$ cat config.mk
export PLATFORM = sky130hd
export DESIGN_NAME = namuru_dump_sched_flat
export DESIGN_NICKNAME = d
export VERILOG_FILES = /design/src/rtl/namuru_dump_sched_pkg.sv /design/src/rtl/namuru_dump_sched_if.sv /design/src/rtl/namuru_dump_sched_rr_arbiter.sv /design/src/rtl/namuru_dump_sched.sv /design/src/flat_wrapper.sv
export SDC_FILE = /design/constraint.sdc
export NUM_CORES = 1
export LEC_CHECK = 0
export CAP_MARGIN = 0
export CORE_UTILIZATION = 55
export DETAILED_ROUTE_END_ITERATION = 16
export PLACE_DENSITY_LB_ADDON = 0.15
export SETUP_SLACK_MARGIN = 0.5
export SLEW_MARGIN = 10
export SYNTH_ARGS = -nofsm -noshare
export SYNTH_HDL_FRONTEND = slang
export SYNTH_SLANG_ARGS = --single-unit
export TNS_END_PERCENT = 1
$ cat constraint.sdc
create_clock -name sys_clk -period 6.2 [get_ports sys_clk]
set_input_delay 1.86 -clock sys_clk [delete_from_list [all_inputs] [get_ports sys_clk]]
set_output_delay 1.86 -clock sys_clk [all_outputs]
set_load 0.01 [all_outputs]
$ cat src/rtl/namuru_dump_sched_pkg.sv
// Shared types and defaults for the correlator dump scheduler.
// Holds the FSM state encoding and a small wrap-around increment helper.
package namuru_dump_sched_pkg;

  localparam int unsigned NumChDefault = 12;
  localparam int unsigned WordsDefault = 6;
  localparam int unsigned DwDefault    = 16;

  typedef enum logic [1:0] {
    StIdle,
    StSel,
    StCap,
    StOut
  } state_e;

  function automatic int unsigned wrap_inc(input int unsigned v, input int unsigned n);
    return (v + 1 >= n) ? 0 : v + 1;
  endfunction

endpackage

$ cat src/rtl/namuru_dump_sched_if.sv
// Accumulator read-mux select/data and outbound word stream of the dump scheduler.
// master = scheduler side, slave = mux plus register/FIFO side.
interface namuru_dump_sched_if
  import namuru_dump_sched_pkg::*;
#(
  parameter int unsigned NUM_CH = NumChDefault,
  parameter int unsigned WORDS  = WordsDefault,
  parameter int unsigned DW     = DwDefault
);
  localparam int unsigned CHW = $clog2(NUM_CH);
  localparam int unsigned WW  = $clog2(WORDS);

  logic [CHW-1:0] sel_ch;
  logic [WW-1:0]  sel_word;
  logic [DW-1:0]  sel_data;
  logic           out_valid;
  logic           out_ready;
  logic [CHW-1:0] out_ch;
  logic [WW-1:0]  out_word;
  logic [DW-1:0]  out_data;
  logic           out_last;

  modport master (
    output sel_ch, sel_word, out_valid, out_ch, out_word, out_data, out_last,
    input  sel_data, out_ready
  );

  modport slave (
    input  sel_ch, sel_word, out_valid, out_ch, out_word, out_data, out_last,
    output sel_data, out_ready
  );

endinterface

$ cat src/rtl/namuru_dump_sched_rr_arbiter.sv
// Combinational round-robin pick: first set request at or after ptr_i, wrapping.
module namuru_dump_sched_rr_arbiter #(
  parameter int unsigned NUM_CH = 12
) (
  input  logic [NUM_CH-1:0]         req_i,
  input  logic [$clog2(NUM_CH)-1:0] ptr_i,
  output logic [$clog2(NUM_CH)-1:0] grant_o,
  output logic                      any_o
);
  localparam int unsigned CHW = $clog2(NUM_CH);

  logic [CHW:0] idx;

  always_comb begin
    grant_o = '0;
    any_o   = 1'b0;
    idx     = '0;
    for (int unsigned i = 0; i < NUM_CH; i++) begin
      idx = {1'b0, ptr_i} + (CHW+1)'(i);
      if (idx >= (CHW+1)'(NUM_CH)) idx = idx - (CHW+1)'(NUM_CH);
      if (!any_o && req_i[idx[CHW-1:0]]) begin
        any_o   = 1'b1;
        grant_o = idx[CHW-1:0];
      end
    end
  end

endmodule

$ cat src/rtl/namuru_dump_sched.sv
// Shares the accumulator read-mux between channels: latches dump requests, grants round-robin,
// reads WORDS words per grant into a valid/ready stream and tracks new-data/overflow status.
module namuru_dump_sched
  import namuru_dump_sched_pkg::*;
#(
  parameter int unsigned NUM_CH = NumChDefault,
  parameter int unsigned WORDS  = WordsDefault,
  parameter int unsigned DW     = DwDefault
) (
  input  logic                sys_clk,
  input  logic                sys_rst_n,
  input  logic [NUM_CH-1:0]   dump_req_i,
  input  logic                status_clr_i,
  output logic [NUM_CH-1:0]   status_new_o,
  output logic [NUM_CH-1:0]   status_ovf_o,
  output logic                accum_int_o,
  output logic                busy_o,
  namuru_dump_sched_if.master bus
);
  localparam int unsigned CHW = $clog2(NUM_CH);
  localparam int unsigned WW  = $clog2(WORDS);

  state_e            state_q, state_d;
  logic [NUM_CH-1:0] pending_q, pending_d, new_q, new_d, ovf_q, ovf_d, grant_mask;
  logic [CHW-1:0]    ptr_q, ptr_d, sel_ch_q, sel_ch_d, out_ch_q, out_ch_d, grant;
  logic [WW-1:0]     sel_word_q, sel_word_d, out_word_q, out_word_d;
  logic [DW-1:0]     out_data_q, out_data_d;
  logic              out_valid_q, out_valid_d, out_last_q, out_last_d, accum_int_q;
  logic              any_req, grant_fire, word_last;

  namuru_dump_sched_rr_arbiter #(
    .NUM_CH(NUM_CH)
  ) u_arb (
    .req_i  (pending_q),
    .ptr_i  (ptr_q),
    .grant_o(grant),
    .any_o  (any_req)
  );

  assign grant_fire = (state_q == StIdle) && any_req;
  assign word_last  = (sel_word_q == WW'(WORDS - 1));

  always_ff @(posedge sys_clk or negedge sys_rst_n) begin
    if (!sys_rst_n) state_q <= StIdle;
    else            state_q <= state_d;
  end

  always_comb begin
    state_d = state_q;
    unique case (state_q)
      StIdle:  if (any_req) state_d = StSel;
      StSel:   state_d = StCap;
      StCap:   state_d = StOut;
      StOut:   if (bus.out_ready) state_d = word_last ? StIdle : StSel;
      default: state_d = StIdle;
    endcase
  end

  // sel_* only move on entry to SEL, so the mux never sees a stray select mid-capture.
  always_comb begin
    ptr_d       = ptr_q;
    sel_ch_d    = sel_ch_q;
    sel_word_d  = sel_word_q;
    out_valid_d = out_valid_q;
    out_last_d  = out_last_q;
    out_ch_d    = out_ch_q;
    out_word_d  = out_word_q;
    out_data_d  = out_data_q;
    grant_mask  = '0;
    if (grant_fire) grant_mask[grant] = 1'b1;
    // A request landing in its own grant cycle starts a fresh dump rather than overflowing.
    pending_d = (pending_q & ~grant_mask) | dump_req_i;
    ovf_d     = (status_clr_i ? '0 : ovf_q) | (dump_req_i & pending_q & ~grant_mask);
    new_d     = status_clr_i ? '0 : new_q;
    unique case (state_q)
      StIdle: begin
        if (any_req) begin
          ptr_d      = CHW'(wrap_inc(32'(grant), NUM_CH));
          sel_ch_d   = grant;
          sel_word_d = '0;
        end
      end
      StSel: ;
      StCap: begin
        out_valid_d = 1'b1;
        out_data_d  = bus.sel_data;
        out_ch_d    = sel_ch_q;
        out_word_d  = sel_word_q;
        out_last_d  = word_last;
      end
      StOut: begin
        if (bus.out_ready) begin
          out_valid_d = 1'b0;
          out_last_d  = 1'b0;
          if (word_last) new_d[sel_ch_q] = 1'b1;
          else           sel_word_d = sel_word_q + WW'(1);
        end
      end
      default: ;
    endcase
  end

  always_ff @(posedge sys_clk or negedge sys_rst_n) begin
    if (!sys_rst_n) begin
      pending_q   <= '0;
      new_q       <= '0;
      ovf_q       <= '0;
      ptr_q       <= '0;
      sel_ch_q    <= '0;
      sel_word_q  <= '0;
      out_valid_q <= 1'b0;
      out_last_q  <= 1'b0;
      out_ch_q    <= '0;
      out_word_q  <= '0;
      out_data_q  <= '0;
      accum_int_q <= 1'b0;
    end else begin
      pending_q   <= pending_d;
      new_q       <= new_d;
      ovf_q       <= ovf_d;
      ptr_q       <= ptr_d;
      sel_ch_q    <= sel_ch_d;
      sel_word_q  <= sel_word_d;
      out_valid_q <= out_valid_d;
      out_last_q  <= out_last_d;
      out_ch_q    <= out_ch_d;
      out_word_q  <= out_word_d;
      out_data_q  <= out_data_d;
      accum_int_q <= |new_q;
    end
  end

  assign bus.sel_ch    = sel_ch_q;
  assign bus.sel_word  = sel_word_q;
  assign bus.out_valid = out_valid_q;
  assign bus.out_last  = out_last_q;
  assign bus.out_ch    = out_ch_q;
  assign bus.out_word  = out_word_q;
  assign bus.out_data  = out_data_q;
  assign status_new_o  = new_q;
  assign status_ovf_o  = ovf_q;
  assign accum_int_o   = accum_int_q;
  assign busy_o        = (state_q != StIdle);

endmodule

$ cat src/flat_wrapper.sv
// flat-port wrapper written by rule: the top's interface ports become plain ports
module namuru_dump_sched_flat import namuru_dump_sched_pkg::*;
#(
  parameter int unsigned NUM_CH = NumChDefault,
  parameter int unsigned WORDS  = WordsDefault,
  parameter int unsigned DW     = DwDefault
)
  (sys_clk, sys_rst_n, dump_req_i, status_clr_i, status_new_o, status_ovf_o, accum_int_o, busy_o, bus_sel_ch, bus_sel_word, bus_out_valid, bus_out_ch, bus_out_word, bus_out_data, bus_out_last, bus_sel_data, bus_out_ready);
  namuru_dump_sched_if #(.NUM_CH(NUM_CH), .WORDS(WORDS), .DW(DW)) bus_i ();
  input  logic sys_clk;
  input  logic sys_rst_n;
  input  logic [NUM_CH-1:0] dump_req_i;
  input  logic status_clr_i;
  output logic [NUM_CH-1:0] status_new_o;
  output logic [NUM_CH-1:0] status_ovf_o;
  output logic accum_int_o;
  output logic busy_o;
  output wire logic [$bits(bus_i.sel_ch)-1:0] bus_sel_ch;
  output wire logic [$bits(bus_i.sel_word)-1:0] bus_sel_word;
  output wire logic [$bits(bus_i.out_valid)-1:0] bus_out_valid;
  output wire logic [$bits(bus_i.out_ch)-1:0] bus_out_ch;
  output wire logic [$bits(bus_i.out_word)-1:0] bus_out_word;
  output wire logic [$bits(bus_i.out_data)-1:0] bus_out_data;
  output wire logic [$bits(bus_i.out_last)-1:0] bus_out_last;
  input wire logic [$bits(bus_i.sel_data)-1:0] bus_sel_data;
  input wire logic [$bits(bus_i.out_ready)-1:0] bus_out_ready;
  assign bus_sel_ch = bus_i.sel_ch;
  assign bus_sel_word = bus_i.sel_word;
  assign bus_out_valid = bus_i.out_valid;
  assign bus_out_ch = bus_i.out_ch;
  assign bus_out_word = bus_i.out_word;
  assign bus_out_data = bus_i.out_data;
  assign bus_out_last = bus_i.out_last;
  assign bus_i.sel_data = bus_sel_data;
  assign bus_i.out_ready = bus_out_ready;
  namuru_dump_sched #(.NUM_CH(NUM_CH), .WORDS(WORDS), .DW(DW)) u_core (.sys_clk(sys_clk), .sys_rst_n(sys_rst_n), .dump_req_i(dump_req_i), .status_clr_i(status_clr_i), .status_new_o(status_new_o), .status_ovf_o(status_ovf_o), .accum_int_o(accum_int_o), .busy_o(busy_o), .bus(bus_i));
endmodule
==> run summary, run 1 <==
Tmin final = 5270 ps
R2r startpoint = u_core.ptr_q[1]
Ratio of cells with drive above 1 in the final layout = 11.8%
Synth Register Bits = 75
CTS tree = done
Max Freq = 0.190 GHz
Clk_lat worst skew = 360 ps
Largest net degree at the start of global routing = 60
Max_cap viols = 0
Status = completed
Crit-path max cell delay = 560 ps
Mapped Area = 0.00560 sq mm
Slowest CP cell = nor4b_4
Die footprint = 0.0106 sq mm
Crit path kind = flop to flop
Initial antenna violation count = 0
CTS clk-pin slew, worst paths = 90 ps
R2R Path End = u_core.status_ovf_o[7]
# diodes = 0
Fin crit share = 84.9%
Initial DRC count = 468
Critical Path Source Type = flop
Yosys warns = 0
Asr flop ratio synth = 100%
Top cells by area, synth = dfrtp_1, ha_1, mux2_2
Area leader, netlist = dfrtp_1
Total track usage = 31.5%
Total routed wirelength = 16100 um
Root buffer selected by CTS = clkbuf_8
R2R Setup Slk = 930 ps
First-pass GRT wire length = 25000 um
Cell mode on critical path = ha_1
Unique masters post-synth = 83
Nets = 740
Setup Buffers After CTS = 0
Vias per inst = 6.43
Max Slew Vio Count = 0
First drt pass iteration count = 5
CP required = 6440 ps
Gate Count Post-Synth = 591
PortBufs = 89
Vias in the first global route = 4848
Inserted Clock Buffers = 9
Crit path buf inv count = 2
Syn-to-layout area delta = 22.1%
CTS Hold Bufs = 0
Hold Path Class = flop to flop
Hold Path Origin = u_core.status_ovf_o[5]
# setup viols final = 0
Top FF cell, synth = dfrtp_1
WHS Path Cells = 1
# DRC = 0
Core region area = 0.00982 sq mm
Placer congestion estimate = 0.968
Post-cts resize count = 0
Synth top area share = 33.5%
H-tree Lvls = 3
Sink Count = 75
RSZ-0062 raised after global routing = no
Mapped Avg Cell Area = 9.47 sq um
Setup_tns = 0 ps
Clock Skews = 13.7 ps
Congestion Overflow GR = 0
Slew margin rel. = 19.6%
Detail Route Antenna Nets = 0
Hold Vio Cnt, Final = 0
Number of synthesized flops with an enable pin = 0
Reg2reg path depth = 16
CP cell instances = inv_1 -> ha_1 -> xor2_1 -> inv_1 -> ha_1 -> a22oi_1 -> a211o_1 -> a32oi_1 -> nor4b_4 -> and4_1 -> a32oi_1 -> o22ai_2 -> ha_1 -> nand2_1 -> o21ai_1 -> o2bb2ai_1
Post-synth net total = 656
DIE WIDTH = 103 um
Max Buffers Root-to-Sink = 2
Crit path DAT = 5510 ps
Crit path capture type = flop
Wire per inst = 19.9 um
Fraction of the yosys area taken by sequential cells = 33.5%
Post-DP HPWL = 12200 um
Crit path max-delay family = compound AO/OA/AOI/OAI gates
Crit path max fanout = 12
Worst Hold End = u_core.status_ovf_o[5]
Io pins = 90
Die Span Y = 103 um
FP Rows = 36
Worst-margin pin slew = 1210 ps
Starting density of the core = 57.0%
Routed vias = 5229
[registers in the layout, indices dropped and copies added (netlist names)]
register and flops:
u_core.accum_int_o 1, u_core.bus.out_word 3, u_core.ptr_q 4, u_core.bus.sel_ch 4, u_core.bus.out_last 1, u_core.bus.sel_word 3, u_core.pending_q 12, u_core.status_ovf_o 12
u_core.bus.out_valid 1, u_core.state_q 2, u_core.status_new_o 12, u_core.bus.out_data 16, u_core.bus.out_ch 4
[cells in the mapped netlist, types with 6 or more instances]
cell type  instances
mux4_2             9
and3_1             9
o21ai_0           28
nand4_1            7
nor2_1            29
o2bb2ai_1         21
and2_1            10
nor3_1            13
mux2_2            26
a211oi_1           8
clkbuf_1          18
nand2b_1           8
o211ai_1           8
xnor2_1            8
dfrtp_1           75
a22o_1             6
o21a_1             9
inv_1             41
o21ai_1            6
nand3_1           17
a21oi_1           25
nand2_1           46
ha_1              33
[layer usage]
| metal | share of wire, % | global-route usage (%) | up-vias |
|---|---|---|---|
| met5 | 0 | 0 | - |
| met4 | 2.4 | 11.5 | 0 |
| met3 | 6.1 | 6.37 | 30 |
| met2 | 48 | 50.8 | 196 |
| met1 | 43 | 42.4 | 2590 |
| li1 | - | - | 2413 |
[placed cells by master (no fill, tap or decap), drive strengths merged, types with 12 or more instances in the layout]
cell type / n
clkdlybuf4s50: 88
dfrtp: 75
nand2: 47
inv: 45
o21ai: 34
ha: 33
nor2: 29
mux2: 26
a21oi: 25
o2bb2ai: 21
nand3: 17
nor3: 13
mux4: 12
[final cells by class]
cell class                      instances  area, sq um
Timing Repair Buffer                   99          963
Clock inverter                          7          105
Sequential cell                        75         1880
Tap cell                              133          166
Multi-Input combinational cell        448         3440
Clock buffer                            9          124
Inverter                               42          158
Fill cell                             800         2980
[kinds of logic (layout without fill, tap and decap cells)]
logic type	Yosys count	after routing	share of synthesized area, %
xor gates and xnor gates	9	9	1.41
muxes	41	41	10.8
and+or+nand+nor	178	178	17.0
AOI/OAI and AO/OA	187	187	24.9
buffers and inverters	68	157	5.01
DFF	75	75	33.5
adders and majority gates	33	33	7.37
[through the flow]
stage          hold slack (ps)  instance area [sq um]  cells  worst slack [ps]  utilization [%]
3_3_place_gp               471                   6610    797              1340             67.3
3_5_place_dp               476                   6610    797              1040             67.3
2_1_floorplan              485                   5600    591              1290                -
4_1_cts                    502                   6840    813              1010             69.6
6_report                   498                   6840    813               934             69.6
5_1_grt                    509                   6840    813               534             69.6
[how the worst max path moves through the flow]
stage               startpoint                       to  slack [ps]  depth (start not counted)
3_5_place_dp   u_core.ptr_q[1]  u_core.status_ovf_o[11]        1040                         16
4_1_cts        u_core.ptr_q[1]   u_core.status_ovf_o[7]        1010                         16
3_3_place_gp   u_core.ptr_q[1]   u_core.status_ovf_o[7]        1340                         16
5_1_grt        u_core.ptr_q[1]  u_core.status_ovf_o[11]         530                         16
2_1_floorplan  u_core.ptr_q[1]      u_core.pending_q[0]        1290                         20
6_report       u_core.ptr_q[1]   u_core.status_ovf_o[7]         930                         16
Power of run 1 is not shown: default switching activity piles up to over one toggle a cycle in this logic, so the estimate is an artifact.
==> run 2: changes to the inputs <==
Settings changed: CORE_UTILIZATION 55 to 50.
Clock period 6.2 ns to 4.4 ns, I/O delays scaled along.
==> run 2 against run 1 <==
Compared with the run above:
- final area grew 15%
- setup slack lost 700 ps
- die area grew 9.8%
- fmax grew 26%
- core utilization grew 2.3 points
- non-clock buffer count grew 55
- flip-flop and latch count is the same
- highest routed layer unchanged
==> run summary, run 2 (synthesis results as in run 1) <==
Status = completed
Crit-path max cell delay = 500 ps
Crit path buf inv count = 5
Die footprint = 0.0116 sq mm
Largest register FFs = 16
Ratio of cells with drive above 1 in the final layout = 29.7%
Crit path max fanout = 7
Largest net degree at the start of global routing = 76
Max Slew Vio Count = 0
# DRC = 0
R2r startpoint = u_core.ptr_q[1]
Crit path max-delay family = compound AO/OA/AOI/OAI gates
Initial antenna violation count = 0
PortBufs = 89
First drt pass iteration count = 6
Critical Path Source Type = flop
Die Span Y = 108 um
Crit path kind = flop to flop
Cell mode on critical path = buf_6
Commonest non-fill, non-tap cell in the layout = clkdlybuf4s50_1
FP Rows = 38
Cell Area, Placed = 0.00681 sq mm
Total track usage = 31.9%
Clk_lat worst skew = 360 ps
Max Freq = 0.240 GHz
First-pass GRT wire length = 28300 um
Congestion Overflow GR = 0
Final core utilization = 71.9%
H-tree Lvls = 3
Tmin final = 4170 ps
Nets = 795
# setup viols final = 0
CP cell instances = buf_6 -> ha_4 -> xnor2_4 -> inv_2 -> ha_4 -> o21a_1 -> buf_4 -> nor4_2 -> o32a_1 -> o21bai_4 -> nor4b_4 -> buf_6 -> buf_6 -> and2_4 -> a311oi_2 -> o22ai_2 -> ha_2 -> nand2_4 -> o21a_1 -> or2_1
Io pins = 90
Post-DP HPWL = 12200 um
Max Buffers Root-to-Sink = 2
Fin crit share = 94.8%
Crit path capture type = flop
# diodes = 0
Syn-to-layout area delta = 39.8%
Layout Cell Area excl Fill = 0.00783 sq mm
Vias in the first global route = 5443
Root buffer selected by CTS = clkbuf_8
Inserted Clock Buffers = 9
Routed vias = 5593
R2R Path End = u_core.pending_q[2]
Core region area = 0.0109 sq mm
Placer congestion estimate = 0.969
Crit path DAT = 4410 ps
R2R Setup Slk = 230 ps
Initial DRC count = 549
Max_cap viols = 0
Sink Count = 75
Reg2reg path depth = 20
Worst path depth = 20
CTS clk-pin slew, worst paths = 90 ps
Hold Vio Cnt, Final = 0
CP required = 4640 ps
CP startpoint = u_core.ptr_q[1]
Total routed wirelength = 17900 um
Termination of the worst setup path = u_core.pending_q[2]
Slew margin rel. = 24.4%
CTS Hold Bufs = 0
DIE WIDTH = 108 um
Starting density of the core = 51.4%
Detail Route Antenna Nets = 0
Clock Skews = 15.1 ps
Slowest CP cell = dfrtp_2
Highest-count cells in the layout ignoring fill and taps = clkdlybuf4s50_1, dfrtp_1, buf_4
Vias per inst = 6.39
RSZ-0062 raised after global routing = yes
Worst-margin pin slew = 1130 ps
Hold Path Class = flop to flop
CTS tree = done
Wire per inst = 20.5 um
[run 2: cell count changes in the layout (fill, tap and decap cells not counted), sizes merged]
cell	delta
buf	+55
bufinv	-1
clkinvlp	+1
[run 2: worst reg2reg max path, cell delays in order (launching register included)]
cell      delay, ps
dfrtp_2         500
buf_6           160
ha_4            170
xnor2_4         180
inv_2            90
ha_4            170
o21a_1          200
buf_4           150
nor4_2          240
o32a_1          310
o21bai_4        110
nor4b_4         220
buf_6           160
buf_6           110
and2_4          130
a311oi_2        100
o22ai_2         320
ha_2            270
nand2_4          60
o21a_1          210
or2_1           200
[run 2: how the worst min path moves through the flow]
stage / depth (start not counted) / startpoint / end / slack (ps)
floorplan: 1 / u_core.state_q[0] / u_core.state_q[0] / 480
global placement: 1 / u_core.status_ovf_o[9] / u_core.status_ovf_o[9] / 470
detailed placement: 1 / u_core.status_ovf_o[11] / u_core.status_ovf_o[11] / 470
CTS: 1 / u_core.status_ovf_o[3] / u_core.status_ovf_o[3] / 500
global route: 1 / u_core.status_ovf_o[9] / u_core.status_ovf_o[9] / 510
finish: 1 / u_core.status_ovf_o[4] / u_core.status_ovf_o[4] / 490
[run 2: repair_timing]
| action | 4_1_cts | 5_1_grt |
|---|---|---|
| setup buffers | 34 | 7 |
| resized for setup | 94 | 23 |
| endpoints found under the setup margin | 37 | 35 |
| pin swaps | 41 | 14 |
[run 2: per-stage QoR]
stage,std cells,setup WS (ps),setup TNS [ps],hold slack (ps)
6_report,875,229,0,494
5_1_grt,875,78.5,0,512
4_1_cts,868,474,0,500
3_5_place_dp,818,-80.4,-213,472
3_3_place_gp,818,69.0,0,470
2_1_floorplan,591,258,0,485
[run 2: routing by layer]
layer	GRT usage (%)	routed length [um]	vias to the layer above	share of wire, %
met5	0	0	-	0
met4	13.4	704	0	3.9
met3	4.84	1280	62	7.2
met2	50.7	8430	268	47
met1	43.3	7480	2746	42
li1	-	-	2517	-
[run 2: cell type report]
cell class,instances,area [sq um]
flip-flops and latches,75,1880
clock buffers,9,124
fillers,818,3060
clock inverters,7,82.6
repair buffers,154,1430
multi-input cells,448,3970
well taps,140,175
inverters,42,173
Power of run 2 is left out for the same reason.
